## src/rtl/lsu_align.sv

```systemverilog
// RV32I load/store alignment unit: turns byte-addressed loads/stores into
// word reads and read-modify-write word writes, splitting accesses that cross a word boundary.
module lsu_align #(
   parameter int ADDR_W = 10
) (
   input  logic              clk,
   input  logic              reset,
   input  logic              req_valid,
   output logic              req_ready,
   input  logic              req_we,
   input  logic [2:0]        req_funct3,
   input  logic [ADDR_W-1:0] req_addr,
   input  logic [31:0]       req_wdata,
   output logic              resp_valid,
   output logic [31:0]       resp_rdata,
   output logic              resp_err,
   output logic [ADDR_W-3:0] mem_ra,
   output logic [2:0]        mem_rm,
   input  logic [31:0]       mem_rd,
   output logic              mem_we,
   output logic [ADDR_W-3:0] mem_wa,
   output logic [2:0]        mem_wm,
   output logic [31:0]       mem_wd
);
   localparam int WI_W = ADDR_W - 2;
   localparam logic [2:0] MODE_WORD = 3'b010;

   typedef enum logic [2:0] {IDLE, RD0, RD1, WR0, WR1, RESP} state_e;

   state_e          state_q;
   logic            we_q, span_q, err_q;
   logic [2:0]      f3_q, size_q;
   logic [1:0]      off_q;
   logic [WI_W-1:0] w0_q, w1_q;
   logic [31:0]     wdata_q, buf0_q, buf1_q;

   // Request decode, evaluated on the accept cycle
   logic [2:0] size_d;
   logic       illegal_d, span_d;

   always_comb begin
      size_d = 3'd4;
      case (req_funct3[1:0])
         2'b00:   size_d = 3'd1;
         2'b01:   size_d = 3'd2;
         default: size_d = 3'd4;
      endcase
   end

   assign illegal_d = (req_funct3 == 3'b011) || (req_funct3[2:1] == 2'b11) ||
                      (req_we && req_funct3[2]);
   assign span_d    = ({2'b00, req_addr[1:0]} + {1'b0, size_d}) > 4'd4;

   always_ff @(posedge clk) begin
      if (reset) begin
         state_q <= IDLE;
      end else begin
         case (state_q)
            IDLE: if (req_valid) begin
               we_q    <= req_we;
               f3_q    <= req_funct3;
               size_q  <= size_d;
               off_q   <= req_addr[1:0];
               w0_q    <= req_addr[ADDR_W-1:2];
               w1_q    <= req_addr[ADDR_W-1:2] + {{(WI_W-1){1'b0}}, 1'b1};
               span_q  <= span_d;
               err_q   <= illegal_d;
               wdata_q <= req_wdata;
               state_q <= illegal_d ? RESP : RD0;
            end
            RD0: begin
               buf0_q  <= mem_rd;
               state_q <= span_q ? RD1 : (we_q ? WR0 : RESP);
            end
            RD1: begin
               buf1_q  <= mem_rd;
               state_q <= we_q ? WR0 : RESP;
            end
            WR0:     state_q <= span_q ? WR1 : RESP;
            WR1:     state_q <= RESP;
            RESP:    state_q <= IDLE;
            default: state_q <= IDLE;
         endcase
      end
   end

   // Two-word window: loads shift it down, stores merge into it at the byte offset
   logic [63:0] win, st_data, st_mask, merged;
   logic [5:0]  sh;
   logic [31:0] ld_w, ld_ext;
   logic [7:0]  bmask_base, bmask;

   assign win     = {buf1_q, buf0_q};
   assign sh      = {1'b0, off_q, 3'b000};
   assign ld_w    = 32'(win >> sh);
   assign st_data = {32'h0, wdata_q} << sh;

   always_comb begin
      bmask_base = 8'h0F;
      case (size_q)
         3'd1:    bmask_base = 8'h01;
         3'd2:    bmask_base = 8'h03;
         default: bmask_base = 8'h0F;
      endcase
   end

   assign bmask = bmask_base << off_q;

   for (genvar b = 0; b < 8; b++) begin : g_mask
      assign st_mask[8*b +: 8] = {8{bmask[b]}};
   end

   assign merged = (win & ~st_mask) | (st_data & st_mask);

   always_comb begin
      ld_ext = ld_w;
      case (f3_q)
         3'b000:  ld_ext = {{24{ld_w[7]}}, ld_w[7:0]};
         3'b001:  ld_ext = {{16{ld_w[15]}}, ld_w[15:0]};
         3'b100:  ld_ext = {24'h0, ld_w[7:0]};
         3'b101:  ld_ext = {16'h0, ld_w[15:0]};
         default: ld_ext = ld_w;
      endcase
   end

   assign req_ready  = !reset && (state_q == IDLE);
   assign resp_valid = !reset && (state_q == RESP);
   assign resp_err   = resp_valid && err_q;
   assign resp_rdata = (resp_valid && !err_q && !we_q) ? ld_ext : 32'h0;

   assign mem_rm = MODE_WORD;
   assign mem_wm = MODE_WORD;
   assign mem_ra = (state_q == RD1) ? w1_q : w0_q;
   assign mem_we = !reset && ((state_q == WR0) || (state_q == WR1));
   assign mem_wa = (state_q == WR1) ? w1_q : w0_q;
   assign mem_wd = (state_q == WR1) ? merged[63:32] : merged[31:0];
endmodule

```

## config.mk

```make
export PLATFORM = sky130hd
export DESIGN_NAME = lsu_align
export DESIGN_NICKNAME = d
export VERILOG_FILES = /design/src/rtl/lsu_align.sv
export SDC_FILE = /design/constraint.sdc
export NUM_CORES = 1
export LEC_CHECK = 0
export ABC_AREA = 1
export ABC_CLOCK_PERIOD_IN_PS = 9800
export CAP_MARGIN = 25
export CORE_MARGIN = 3
export CORE_UTILIZATION = 45
export CTS_CLUSTER_SIZE = 40
export DETAILED_ROUTE_END_ITERATION = 16
export MAX_ROUTING_LAYER = met4
export PLACE_DENSITY = 0.73
export SKIP_CTS_REPAIR_TIMING = 1
export SYNTH_ARGS = -nofsm -noshare
export SYNTH_HDL_FRONTEND = slang
export SYNTH_SLANG_ARGS = --single-unit
```

## constraint.sdc

```tcl
create_clock -name clk -period 9.8 [get_ports clk]
set_input_delay 2.45 -clock clk [delete_from_list [all_inputs] [get_ports clk]]
set_output_delay 2.45 -clock clk [all_outputs]
set_load 0.02 [all_outputs]
```

# After elaboration in Yosys (flattened, before gate mapping)
# Index checks and enable logic that the tools add are counted.
# Widths: inputs -> output; s select.
[word_totals] regBits=126 input_bits=81 out_inout_bits=90 elab_cells=69
[classes] n_addsub=2 n_lt_le_gt_ge=1 eq_ne=14 n_shift=3 n_mux=13 bitwise=5 n_reduce_logical=19
[ops] cell="$and 64x64->64" n=2
[ops] cell="$pmux 32 s4" n=1
[ops] cell="$mux 32" n=2
[ops] cell="$not 64->64" n=1
[ops] cell="$or 64x64->64" n=1
[ops] cell="$shl 32x5->64" n=1
[ops] cell="$shr 64x5->32" n=1
[ops] cell="$mux 8" n=2
[ops] cell="$pmux 3 s5" n=1
[ops] cell="$eq 3x2->1 const B" n=4
[ops] cell="$eq 3x3->1 const B" n=4
[ops] cell="$mux 3" n=4
[ops] cell="$eq 3x1->1 const B" n=3
[ops] cell="$add 8x1->8 const B" n=1
[ops] cell="$pmux 4 s2" n=1
[ops] cell="$shl 8x2->8" n=1
[ops] cell="$logic_and 1x1->1" n=7
[ops] cell="$logic_not 3->1" n=2
[ops] cell="$pmux 3 s2" n=1
[ops] cell="$add 2x3->4" n=1
[ops] cell="$gt 4x3->1 const B" n=1
[ops] cell="$reduce_and 2->1" n=2
[ops] cell="$logic_not 1->1" n=3
[ops] cell="$logic_or 1x1->1" n=3
[ops] cell="other kinds (7)" n=7

# Depth between registers and ports, before layout
[depth] word_depth=7 mapped_depth=10 ltp_nobuf=8

# Worst setup path after synthesis
# Ideal clock, no wire load.
[synth_path] kind="in2reg" from="in reset" to="reg err_q, enable pin" setup_ps=549 arrival_time_ps=6573 t_required_ps=9251 path_slack_ps=2678 path_stages=1 path_buffers=0 path_cell_list="nor3_1"
[synth_between] elab_chain_cells=2
[synth_rtl] item="start, declared" line="7" rtl="input logic reset,"
[synth_rtl] item="$not 1->1 (no line)"
[synth_rtl] item="$reduce_and 3->1 (no line)"
[synth_rtl] item="end signal, assigned" line="67" rtl="err_q <= illegal_d;"
[synth_rtl] item="end, declared" line="31" rtl="logic we_q, span_q, err_q;"
# Every way passes these cells.
# A chain may end at the register's enable or synchronous reset.

# Worst setup path in the final report
[layout_path] from="in reset" to="out resp_rdata[7]"
[layout_between] elab_chain_cells=5
[layout_rtl] item="$logic_not 1->1" line="127" rtl="assign resp_valid = !reset && (state_q == RESP);"
[layout_rtl] item="$logic_and 1x1->1" line="127"
[layout_rtl] item="$logic_and 1x1->1 (2 in series)" line="129" rtl="assign resp_rdata = (resp_valid && !err_q && !we_q) ? ld_ext : 32'h0;"
[layout_rtl] item="$mux 32" line="129"
[layout_rtl] item="end, declared" line="15" rtl="output logic [31:0] resp_rdata,"
# Every way passes these cells.

==> results.md <==
* Fill cells at 1360
* Reg2Reg Setup Slack at slightly below 8000 ps
* Layout cells sized above 1 at 5.899%
* Slew Viols, Final at 0
* Worst-skew pair later-pin latency at roughly 420 ps
* FMAX at between 100 and 150 MHz
* Worst stage delay on the critical path at between 600 and 700 ps
* Pre-Repair DR Iteration Count at 5
* Initial antenna violation count at 0
* Cell mode on critical path: clkdlybuf4s50_1
* CP startpoint kind: input pin
* H-tree levels at 4
* # port buffers at between 150 and 200
* Clk slew on worst S/H paths at 60 ps
* DR WL met2 at roughly 11 mm
* R2r startpoint: state_q[2]$_SDFFE_PP0P_
* Post-DR wirelength/cell at roughly 18 um
* R2R depth at 4
* Die width at approximately 130 um
* I/O pin cnt at roughly 170
* Min Clock Period, post-route at around 7300 ps
* Hold Crit Class: register to register
* Max_slew headroom at around a third
* Gpl congestion at ~0.96
* Detail Route met3 WL at around 2.0 mm
* Yosys warns at 0
* WL met1 at 9.285 mm
* Hold path depth at 1
* CP Capture Type: output pin
* Required @ worst endpoint at around 7400 ps
* Via density at around 5.5
* Clock buffer depth at 2
* Num CTS Buffers at 17
* CP max FO at 15
* Final Hold Fails at 0
* RSZ-0062 raised after global routing: no
* Core area at 15540 sq um
* Mapped Cells at slightly below 900
* CTS tree: done
* Die area at about 18000 sq um
* Status: finished, final reports clean
* Reg2reg end: buf1_q[21]$_DFFE_PP_
* Starting density of the core at 46.89%
* DR DRC count at 0
* GR Overflow Total at 0
* Syn Std Cell Area at roughly 7300 sq um
* Max cap viols at 0
* Area added between synthesis and finish at 32.30%
* DP HPWL at ~17 mm
* Max stage delay cell, worst path: clkdlybuf4s50_1
* PwrDens at approximately 180 nW/um^2
* 1st-iter DRT viols at 835
* Distinct cells, synth at 36
* Crit-path cells: clkdlybuf4s50_1 -> inv_1 -> nand3_2 -> nor3_4 -> inv_4 -> a21oi_1 -> clkdlybuf4s50_1
* Setup TNS at 0 ps
* Post-DP Area at about 9000 sq um
* Synth top area share at 50.69%
* # diodes at 0
* Worst Max-Slew Pin Slew at between 900 and 1000 ps
* Clock Tree Root: clkbuf_16
* Clk sink count at 126
* Fin crit share at about three quarters
* Worst Path Arrival at 4840 ps
* Highest routed layer: met4
* Vias after detailed routing at 6879
* Final antenna-violating net count at 0
* Total track usage at between 20% and 30%
* Fin area at around 9600 sq um
* Cell taking the most area after synthesis: edfxtp_1
* Fin nets at roughly 1.1k
* Syn_area_per_cell at 8.151 sq um
* Static leakage at ~0.0040 uW
* Final wirelength at 22.98 mm
* Std-Cell Rows at between 40 and 50
* First-pass GRT wire length at ~35 mm
* Die H at around 130 um
* Layout Skew at 9.255 ps
* Crit Path Class: input pin to output pin
* Hold wc startpoint: state_q[0]$_SDFFE_PP0P_
* Hold endpoint: state_q[0]$_SDFFE_PP0P_
* Seq/Total Area, Yosys at about half
* Final setup violation count at 0
* Worst VDD drop at between 100 and 150 uV
* Largest net degree at the start of global routing at between 100 and 150
* Vias in the first global route at 6588
* Synth area leaders: edfxtp_1, nand2_1, o21ai_0
* Post-synthesis register bit count at ~130
[placed cells by master (no fill, tap or decap), drive strengths merged]
master / synthesis / final
o21a: 2 / 2
nand2: 274 / 274
nor3: 7 / 7
fa: 1 / 1
edfxtp: 123 / 123
bufinv: 0 / 3
clkbuf: 14 / 18
xor2: 5 / 5
nand3b: 9 / 9
clkinvlp: 0 / 4
nor2: 63 / 63
dfxtp: 3 / 3
ha: 3 / 3
nand3: 82 / 82
a21oi: 44 / 44
o211a: 1 / 1
xnor2: 2 / 2
clkdlybuf4s50: 0 / 164
o211ai: 24 / 24
o21ai: 96 / 96
clkinv: 1 / 7
conb: 2 / 6
buf: 37 / 8
inv: 100 / 101
o22ai: 1 / 1
[kinds of logic (layout without fill, tap and decap cells)]
kind of cell | after synthesis | in the layout | synth area share, %
xor+xnor | 7 | 7 | 0.8414
fa+ha+maj | 4 | 4 | 0.7899
flops | 126 | 126 | 51.51
compound gates | 168 | 168 | 12.67
other cells | 2 | 6 | 0.1031
simple gates | 435 | 435 | 25.36
buf+inv | 152 | 305 | 8.723
[routing by layer]
layer | track usage, % | vias up
li1 | - | 3256
met1 | 32.33 | 3192
met2 | 42.04 | 372
met3 | 6.835 | 59
met4 | 10.97 | 0
met5 | - | -
[layout make-up]
| type | count | area [sq um] | share of cell area (%) |
|---|---|---|---|
| clock buffers | 18 | 429.2 | 4.452 |
| clock inverters | 14 | 167.7 | 1.739 |
| inverters | 101 | 381.6 | 3.958 |
| multi-input cells | 620 | 2923 | 30.32 |
| flip-flops and latches | 126 | 3754 | 38.94 |
| well taps | 211 | 264.0 | 2.738 |
| repair buffers | 172 | 1722 | 17.86 |
[worst max path at each step]
| stage | start | to | slack (ps) | cells past startpoint |
|---|---|---|---|---|
| 2_1_floorplan | reset | err_q$_DFFE_PP_ | 2680 | 1 |
| 3_3_place_gp | reset | resp_rdata[7] | 2550 | 7 |
| 3_5_place_dp | reset | resp_rdata[7] | 2510 | 7 |
| 4_1_cts | reset | resp_rdata[7] | 2490 | 7 |
| 5_1_grt | reset | resp_rdata[7] | 2350 | 7 |
| 6_report | reset | resp_rdata[7] | 2510 | 7 |
[synth_stat cells (all sizes together)]
master,instances
xor2,5
o211a,1
nand2,274
ha,3
clkbuf,14
inv,100
o22ai,1
nor3,7
buf,37
o211ai,24
dfxtp,3
o21a,2
a21oi,44
clkinv,1
nand3b,9
nor2,63
edfxtp,123
nand3,82
xnor2,2
fa,1
o21ai,96
conb,2
[worst max-delay path: cells and delay by family]
kind / cells / cell delay (ps)
and+or+nand+nor: 2 / 640
AOI/OAI and AO/OA: 1 / 170
buffers and inverters: 4 / 1570
[state kept, by name, indices dropped and copies added (netlist names)]
register,cells
size_q,3
off_q,2
w0_q,8
f3_q,3
we_q,1
wdata_q,32
err_q,1
buf0_q,32
w1_q,8
buf1_q,32
state_q,3
span_q,1
[power by group]
| part | total, uW | leakage, uW | internal [uW] | switching [uW] |
|---|---|---|---|---|
| clock network | 637 | 0.000278 | 399 | 238 |
| registers | 656 | 0.00115 | 634 | 21.6 |
| logic | 432 | 0.00259 | 168 | 264 |
| total | 1730 | 0.00402 | 1200 | 524 |
[per-stage QoR]
step	worst slack (ps)	instances	utilization [%]	hold WS, ps	power [uW]
finish	2508	1262	62.04	496.0	1725
global route	2350	1262	62.04	533.1	1796
CTS	2492	1262	62.04	500.0	1729
detailed placement	2509	1230	58.20	480.4	1093
global placement	2548	1229	58.02	471.1	1086
floorplan	2678	898	-	450.3	900.8
Power figures use the tool's default switching activity.
